[src/rtl/lcd_drawmod_pkg.sv]
`default_nettype none
// ============================================================================
// Module  : lcd_drawmod_pkg
// Brief   : Shared types, image geometry and clipping helper for the
//           rectangle fill engine.
// Revision: 1.0 - initial release
// ============================================================================
package lcd_drawmod_pkg;

   localparam int IMG_W_DEF = 128;
   localparam int IMG_H_DEF = 128;
   localparam int COL_W     = 7;
   localparam int ROW_W     = 7;
   localparam int ADDR_W    = ROW_W + COL_W;
   localparam int LEN_W     = 8;
   localparam int COLOR_W   = 16;

   typedef enum logic [2:0] {
      ST_IDLE   = 3'd0,
      ST_SETUP  = 3'd1,
      ST_WAITVB = 3'd2,
      ST_FILL   = 3'd3,
      ST_DONE   = 3'd4
   } draw_state_t;

   // Length clipped against the space left between origin and image edge.
   function automatic logic [LEN_W-1:0] clip_len(input logic [LEN_W-1:0] len,
                                                 input logic [COL_W-1:0] org,
                                                 input logic [LEN_W-1:0] lim);
      logic [LEN_W-1:0] room;
      room = (lim > {1'b0, org}) ? (lim - {1'b0, org}) : '0;
      return (len < room) ? len : room;
   endfunction

endpackage
`default_nettype wire

[src/rtl/lcd_rastcnt.sv]
`default_nettype none
// ============================================================================
// Module  : lcd_rastcnt
// Brief   : Column/row raster counter pair with clipped end values and a
//           last-pixel flag; column is the inner loop.
// Revision: 1.0 - initial release
// ============================================================================
module lcd_rastcnt
   import lcd_drawmod_pkg::*;
(
   input  logic             clk,
   input  logic             rst_n,
   input  logic             i_load,
   input  logic [COL_W-1:0] i_x,
   input  logic [ROW_W-1:0] i_y,
   input  logic [COL_W-1:0] i_end_col,
   input  logic [ROW_W-1:0] i_end_row,
   input  logic             i_step,
   output logic [COL_W-1:0] o_col,
   output logic [ROW_W-1:0] o_row,
   output logic             o_last
);

   logic [COL_W-1:0] r_col;
   logic [ROW_W-1:0] r_row;
   logic [COL_W-1:0] r_x0;
   logic [COL_W-1:0] r_end_col;
   logic [ROW_W-1:0] r_end_row;
   logic             w_col_end;
   logic             w_last;

   assign w_col_end = (r_col == r_end_col);
   assign w_last    = w_col_end && (r_row == r_end_row);

   always_ff @(posedge clk or negedge rst_n) begin
      if (!rst_n) begin
         r_col     <= '0;
         r_row     <= '0;
         r_x0      <= '0;
         r_end_col <= '0;
         r_end_row <= '0;
      end else if (i_load) begin
         r_col     <= i_x;
         r_row     <= i_y;
         r_x0      <= i_x;
         r_end_col <= i_end_col;
         r_end_row <= i_end_row;
      end else if (i_step && !w_last) begin
         // Counters hold on the last pixel so the address stays put after fill.
         if (w_col_end) begin
            r_col <= r_x0;
            r_row <= r_row + 1'b1;
         end else begin
            r_col <= r_col + 1'b1;
         end
      end
   end

   assign o_col  = r_col;
   assign o_row  = r_row;
   assign o_last = w_last;

endmodule
`default_nettype wire

[src/rtl/lcd_drawmod.sv]
`default_nettype none
// ============================================================================
// Module  : lcd_drawmod
// Brief   : Solid rectangle fill engine; drives port A of the dual-port
//           picture RAM whose port B is scanned by the LCD timing stage.
// Revision: 1.0 - initial release
// ============================================================================
module lcd_drawmod
   import lcd_drawmod_pkg::*;
#(
   parameter int IMG_W       = IMG_W_DEF,
   parameter int IMG_H       = IMG_H_DEF,
   parameter bit WAIT_VBLANK = 1'b1
)
(
   input  logic               CLOCK,
   input  logic               RESET,
   input  logic               iCall,
   input  logic [COL_W-1:0]   iX,
   input  logic [ROW_W-1:0]   iY,
   input  logic [LEN_W-1:0]   iW,
   input  logic [LEN_W-1:0]   iH,
   input  logic [COLOR_W-1:0] iColor,
   input  logic               iVBlank,
   output logic               oBusy,
   output logic               oDone,
   output logic               oWrEn,
   output logic [ADDR_W-1:0]  oAddr,
   output logic [COLOR_W-1:0] oData
);

   localparam logic [LEN_W-1:0] c_IMG_W = LEN_W'(IMG_W);
   localparam logic [LEN_W-1:0] c_IMG_H = LEN_W'(IMG_H);

   draw_state_t        r_state;
   draw_state_t        w_state_next;

   logic [COL_W-1:0]   r_x;
   logic [ROW_W-1:0]   r_y;
   logic [LEN_W-1:0]   r_w;
   logic [LEN_W-1:0]   r_h;
   logic [COLOR_W-1:0] r_color;
   logic               r_wr_en;

   logic               w_accept;
   logic [LEN_W-1:0]   w_weff;
   logic [LEN_W-1:0]   w_heff;
   logic               w_empty;
   logic [COL_W-1:0]   w_end_col;
   logic [ROW_W-1:0]   w_end_row;
   logic [COL_W-1:0]   w_col;
   logic [ROW_W-1:0]   w_row;
   logic               w_last;

   assign w_accept  = (r_state == ST_IDLE) && iCall;
   assign w_weff    = clip_len(r_w, r_x, c_IMG_W);
   assign w_heff    = clip_len(r_h, r_y, c_IMG_H);
   assign w_empty   = (w_weff == '0) || (w_heff == '0);
   // Modulo-128 arithmetic also covers the full-width case (Weff = 128).
   assign w_end_col = r_x + w_weff[COL_W-1:0] - 7'd1;
   assign w_end_row = r_y + w_heff[ROW_W-1:0] - 7'd1;

   lcd_rastcnt u_rastcnt (
      .clk       (CLOCK),
      .rst_n     (RESET),
      .i_load    (r_state == ST_SETUP),
      .i_x       (r_x),
      .i_y       (r_y),
      .i_end_col (w_end_col),
      .i_end_row (w_end_row),
      .i_step    (r_state == ST_FILL),
      .o_col     (w_col),
      .o_row     (w_row),
      .o_last    (w_last)
   );

   always_comb begin
      w_state_next = r_state;
      case (r_state)
         ST_IDLE: begin
            if (iCall) w_state_next = ST_SETUP;
         end
         ST_SETUP: begin
            if (w_empty)          w_state_next = ST_DONE;
            else if (WAIT_VBLANK) w_state_next = ST_WAITVB;
            else                  w_state_next = ST_FILL;
         end
         ST_WAITVB: begin
            if (iVBlank) w_state_next = ST_FILL;
         end
         ST_FILL: begin
            if (w_last) w_state_next = ST_DONE;
         end
         ST_DONE: begin
            w_state_next = ST_IDLE;
         end
         default: begin
            w_state_next = ST_IDLE;
         end
      endcase
   end

   always_ff @(posedge CLOCK or negedge RESET) begin
      if (!RESET) begin
         r_state <= ST_IDLE;
         r_x     <= '0;
         r_y     <= '0;
         r_w     <= '0;
         r_h     <= '0;
         r_color <= '0;
         r_wr_en <= 1'b0;
      end else begin
         r_state <= w_state_next;
         // Write strobe leads the FILL state by one register so it is high
         // in exactly the FILL cycles, aligned with the counter address.
         r_wr_en <= (w_state_next == ST_FILL);
         if (w_accept) begin
            r_x     <= iX;
            r_y     <= iY;
            r_w     <= iW;
            r_h     <= iH;
            r_color <= iColor;
         end
      end
   end

   assign oBusy = (r_state == ST_SETUP) || (r_state == ST_WAITVB) ||
                  (r_state == ST_FILL);
   assign oDone = (r_state == ST_DONE);
   assign oWrEn = r_wr_en;
   assign oAddr = {w_row, w_col};
   assign oData = r_color;

endmodule
`default_nettype wire
[config.mk]
export PLATFORM = sky130hd
export DESIGN_NAME = lcd_drawmod
export DESIGN_NICKNAME = d
export VERILOG_FILES = /design/src/rtl/lcd_drawmod_pkg.sv /design/src/rtl/lcd_rastcnt.sv /design/src/rtl/lcd_drawmod.sv
export SDC_FILE = /design/constraint.sdc
export NUM_CORES = 1
export LEC_CHECK = 0
export CORE_ASPECT_RATIO = 0.7
export CORE_MARGIN = 2
export CORE_UTILIZATION = 25
export DETAILED_ROUTE_END_ITERATION = 6
export PLACE_DENSITY = 0.53
export SLEW_MARGIN = 20
export SYNTH_ARGS = -nofsm -noshare
export SYNTH_HDL_FRONTEND = slang
export SYNTH_HIERARCHICAL = 1
export SYNTH_SLANG_ARGS = --single-unit
[constraint.sdc]
create_clock -name CLOCK -period 6.1 [get_ports CLOCK]
set_input_delay 1.22 -clock CLOCK [delete_from_list [all_inputs] [get_ports CLOCK]]
set_output_delay 1.22 -clock CLOCK [all_outputs]
set_load 0.01 [all_outputs]
Word-level counts from Yosys, hierarchy flattened
Index checks and enable logic that the tools add are counted.
Widths: inputs -> output; s select.
{ "totals": {"register_bits": 85, "inputBits": 50, "out_inout_bits": 33, "elab_cells": 55} }
{ "classes": {"addsub": 8, "order_cmp": 2, "eq_ne": 7, "mux": 13, "reduce_logical": 13} }
{ "op_table": {"columns": ["cell", "n"], "rows": [
  ["$mux 7", 6],
  ["$logic_not 8->1", 2],
  ["$lt 8x8->1", 2],
  ["$mux 8", 2],
  ["$sub 8x7->8 const A", 2],
  ["$add 7x1->7 const B", 2],
  ["$add 7x7->7", 2],
  ["$eq 7x7->1", 2],
  ["$sub 7x1->7 const B", 2],
  ["$mux 3", 4],
  ["$pmux 3 s4", 1],
  ["$eq 3x2->1 const B", 3],
  ["$reduce_bool 2->1", 2],
  ["$eq 3x1->1 const B", 1],
  ["$eq 3x3->1 const B", 1],
  ["$logic_and 1x1->1", 3],
  ["$logic_not 3->1", 1],
  ["$logic_or 1x1->1", 3],
  ["$reduce_and 2->1", 1],
  ["$logic_not 1->1", 1]
]} }

Depth between registers and ports, before layout
{ "depth": {"ltp_word": 8, "ltp_mapped": 23, "ltp_nobuf": 22} }

By module
The synthesis kept the hierarchy.
{ "by_module_without_submodules": {"columns": ["mod", "instances", "cells_per_inst", "area_each_um2", "seq_area_each_um2"], "rows": [
  ["lcd_drawmod", 1, 340, 3379.5, 1251.2],
  ["lcd_rastcnt", 1, 190, 1973.1, 875.8]
]} }

Worst setup path after synthesis
Ideal clock, no wire load.
{ "synth_timing": {"path_type": "register to register", "startpoint": "register r_y[4]", "endpoint": "register u_rastcnt.r_end_row[6]", "setup_ns": 0.125, "arrival_ns": 4.089, "required_ns": 5.975, "path_slack_ns": 1.886, "stages_incl_launch_ff": 22, "n_path_buf": 1, "synth_period_minus_slack_ns": 4.214, "cell_sequence": "dfrtp_1 > nor3_1 > nand4_1 > nand2b_1 > ha_1 > a21oi_1 > nor2b_1 > o211ai_1 > o211ai_4 > buf_4 > nor2_1 > a21oi_1 > ha_1 > inv_1 > ha_1 > a21o_1 > a21oi_1 > o21bai_1 > a21oi_1 > xnor2_1 > xnor2_1 > mux2_2"} }
{ "synth_between": {"elab_chain_cells": 5} }
{ "synth_rtl": {"columns": ["element", "line", "rtl"], "rows": [
  ["from (decl)", "lcd_drawmod.sv:39", "logic [ROW_W-1:0] r_y;"],
  ["from (signal assigned)", "lcd_drawmod.sv:119", "r_y <= iY;"],
  ["$sub 8x7->8", "lcd_drawmod_pkg.sv:31", "room = (lim > {1'b0, org}) ? (lim - {1'b0, org}) : '0;"],
  ["$lt 8x8->1", "lcd_drawmod_pkg.sv:32", "return (len < room) ? len : room;"],
  ["$mux 8", "lcd_drawmod_pkg.sv:32", null],
  ["$add 7x7->7 (*)", "lcd_drawmod.sv:61", "assign w_end_row = r_y + w_heff[ROW_W-1:0] - 7'd1;"],
  ["$sub 7x1->7 (*)", "lcd_drawmod.sv:61", null],
  ["named net w_end_row[6]", "lcd_drawmod.sv:50", "logic [ROW_W-1:0] w_end_row;"],
  ["to (signal assigned)", "lcd_rastcnt.sv:47", "r_end_row <= i_end_row;"],
  ["to (decl)", "lcd_rastcnt.sv:28", "logic [ROW_W-1:0] r_end_row;"]
]} }
The timed path passes the listed nets; every way through them passes the cells marked *.
A chain may end at the register's enable or synchronous reset.

Final worst setup path
{ "layout_timing": {"startpoint": "register r_y[0]", "endpoint": "register u_rastcnt.r_end_row[6]"} }
Same word-level chain as after synthesis.

==> impl_metrics.py <==
metrics = {
    "cts": {
        "cts-root-buf": "clkbuf_16",
        "ctsLongestPathBuffers": 2,
        "cts_tree": "yes",
        "post-cts-setup-buffers": 0,
        "htreeDepth": 3,
        "insertion_delay_ns": 0.33,
        "cts.clk_slew.worst_paths_ns": 0.06,
        "cts_sinks": 85,
        "cts_resized": 0,
        "cts_made_buffers": 9,
        "ctsHoldBuffers": 0,
    },
    "sta": {
        "hold_violations": 0,
        "slew_headroom_pct": 44.48,
        "rsz0062_at_grt": "no",
        "skew_ns": 0.006886,
        "fmax_ghz": 0.2129,
        "setup_violations": 0,
        "finalCriticalPeriod_ns": 4.696,
        "fin_ws_ns": 1.404,
        "worst_slew_pin_slew_ns": 0.8328,
        "finalCritPeriodShare_pct": 76.99,
        "tns_ns": 0,
        "slew_viol_final": 0,
    },
    "global_routing": {
        "use_met1_pct": 19.49,
        "grt_max_degree": 65,
        "groute.usage.overall_pct": 12.56,
        "antenna_found_initial": 0,
        "met2_usage_pct": 16.61,
        "grt_pass1_wl_mm": 22.53,
        "grt_pass1_vias": 4190,
        "grt_overflow": 0,
        "busiest_layer": "met1",
        "grt_use_met3_pct": 4.436,
    },
    "yosys": {
        "synth_edf_count": 0,
        "yosys_register_bits": 85,
        "synth_top_area_share_pct": 39.74,
        "syn_inst": 530,
        "ys_seq_area_share_pct": 39.74,
        "synth_nets": 620,
        "avgSynthCellArea_um2": 10.10,
        "synth.distinct_cells": 64,
        "yosys_warnings": 6,
        "synth_top_area_cell": "dfrtp_1",
        "synth.cell_area_um2": 5353,
        "ys.flop_type": "dfrtp_1",
        "synth_area_leaders": "dfrtp_1 (40%), mux2_2 (9.3%), ha_1 (8.9%)",
        "async_reset_ff_share_pct": 100.0,
    },
    "setup_path": {
        "slowest_stage": "dfrtp_1",
        "crit_start": "r_y[0]",
        "startpoint_type": "flop",
        "crit_required_ns": 6.32,
        "slowest_delay_ns": 0.45,
        "cp_max_fo": 15,
        "crit_arrival_ns": 4.91,
        "worst_r2r_startpoint": "r_y[0]",
        "rr_worst_depth": 22,
        "path_class": "reg2reg",
        "path_cells": "inv_1 > ha_1 > nand2b_1 > nor4_1 > xnor2_1 > ha_1 > a21oi_1 > nor2b_1 > o211ai_1 > o211ai_4 > nor2_1 > a21oi_1 > ha_1 > inv_1 > ha_1 > a21o_1 > a21oi_1 > o21bai_1 > a21oi_1 > xnor2_1 > xnor2_1 > mux2_2",
        "endpoint_kind": "flop",
    },
    "finish": {
        "n_antenna_cell": 0,
        "drive_above_1_share_pct": 13.61,
        "nNetsFinal": 696,
        "syn_to_final_growth_pct": 26.34,
    },
    "placed_design": {
        "port_buffers": 82,
        "hpwl_mm": 10.50,
        "gp_congestion": 0.8644,
        "preCtsSetupSlack_ns": 1.361,
    },
    "routing": {
        "drt-pass1-iter-count": 5,
        "drt_iter0_drc": 227,
        "wl_per_cell_um": 15.47,
        "routed_wl_mm": 13.70,
        "drc": 0,
        "ant_nets": 0,
        "vias_per_cell": 4.690,
        "vias": 4155,
    },
    "hold_path": {
        "hp-class": "reg2reg",
        "hold_path_depth": 1,
        "hold_start": "u_rastcnt/r_x0[5]",
    },
    "floorplanning": {
        "design.portCount": 83,
        "row_count": 44,
        "core_um2": 20870,
        "fp.dieW_um": 178.9,
        "initial_core_util_pct": 25.65,
        "die_area_um2": 22620,
        "die_h_um": 126.4,
    },
    "run_status": {
        "status": "complete, no violations",
    },
    "job": {
        "maxCapViolations": 0,
    },
}
[worst max-delay path, delay by kind of cell, from the launching register on]
kind | cells | cell delay (ns)
xor+xnor | 3 | 0.45
simple gates | 4 | 0.80
fa+ha+maj | 4 | 0.90
buf+inv | 2 | 0.28
compound gates | 8 | 1.43
mux | 1 | 0.26
flops | 1 | 0.45
[cells in the final DEF, fill, tap and decap left out, types with 3 or more instances in the layout]
cell type	n
dfrtp_1	85
clkdlybuf4s50_1	81
inv_1	50
mux2_2	44
ha_1	38
nand2_1	35
o21ai_0	32
xnor2_1	31
nor2_1	29
a21oi_1	22
nand3_1	18
mux2i_1	10
nand4_1	9
clkbuf_16	9
nor4_1	8
a31oi_1	8
nor3_1	7
a21o_1	7
nor2b_1	7
and2_1	6
nand2b_1	5
xor2_1	5
buf_4	5
o211ai_1	4
o31ai_1	3
nand3_2	3
a2111o_1	3
[through the flow]
| stage | cells | area (um^2) | util [%] | hold WS, ns |
|---|---|---|---|---|
| after floorplan | 530 | 5353 | - | 0.4507 |
| after global placement | 871 | 6447 | 30.90 | 0.4658 |
| after detailed placement | 871 | 6447 | 30.90 | 0.4796 |
| after CTS | 886 | 6763 | 32.41 | 0.4940 |
| after global routing | 886 | 6763 | 32.41 | 0.5167 |
| final | 886 | 6763 | 32.41 | 0.4913 |
[cell usage after synthesis (all sizes together), types with 3 or more instances]
master	instances
dfrtp	85
inv	50
mux2	46
ha	38
nand2	35
xnor2	33
o21ai	32
nor2	30
a21oi	22
nand3	22
clkbuf	11
buf	10
mux2i	10
nand4	10
a31oi	8
nor3	8
nor4	8
a21o	7
nor2b	7
and2	6
nand2b	5
o211ai	5
xor2	5
o31ai	4
a2111o	3
[layout make-up]
cell class / instances / area [um^2]
clock buffers: 11 / 242.7
clock inverters: 4 / 72.57
fillers: 2118 / 14100
inverters: 51 / 191.4
multi-input cells: 373 / 2935
flip-flops and latches: 85 / 2127
well taps: 276 / 345.3
repair buffers: 86 / 848.3
[path summary, 6_finish.rpt]
| check | endpoint | slack, ns |
|---|---|---|
| max | u_rastcnt/r_end_row[6] | 1.40 |
| min in group asynchronous | u_rastcnt/o_col[1] | 0.77 |
| min reg2reg | u_rastcnt/r_x0[5] | 0.49 |
| max reg2reg | u_rastcnt/r_end_row[6] | 1.40 |
| min | u_rastcnt/r_x0[5] | 0.49 |
| max in group asynchronous | r_h[0] | 4.19 |
[layer usage]
metal	vias up	share of wire, %
met5	-	0
met4	0	0.50
met3	10	8.2
met2	131	38
met1	1996	54
li1	2018	-
[kinds of logic (layout without fill, tap and decap cells)]
family,Yosys count,in the layout,synth area share [%]
adder cells (fa/ha/maj),40,40,9.631
AND/OR/NAND/NOR,140,140,13.86
AO/OA/AOI/OAI,99,99,13.04
multiplexers,56,56,11.55
XOR/XNOR,38,38,6.498
flip-flops,85,85,39.74
buffers and inverters,72,152,5.680
[registers in the layout, indices dropped and copies added, names as in the netlist]
name,count
r_h,8
u_rastcnt/r_end_row,7
r_y,7
u_rastcnt/o_row,7
r_w,8
oData,16
u_rastcnt/r_x0,7
oWrEn,1
u_rastcnt/r_end_col,7
r_x,7
u_rastcnt/o_col,7
r_state,3
Power is not shown: default switching activity piles up to over one toggle a cycle in this logic, so the estimate is an artifact.
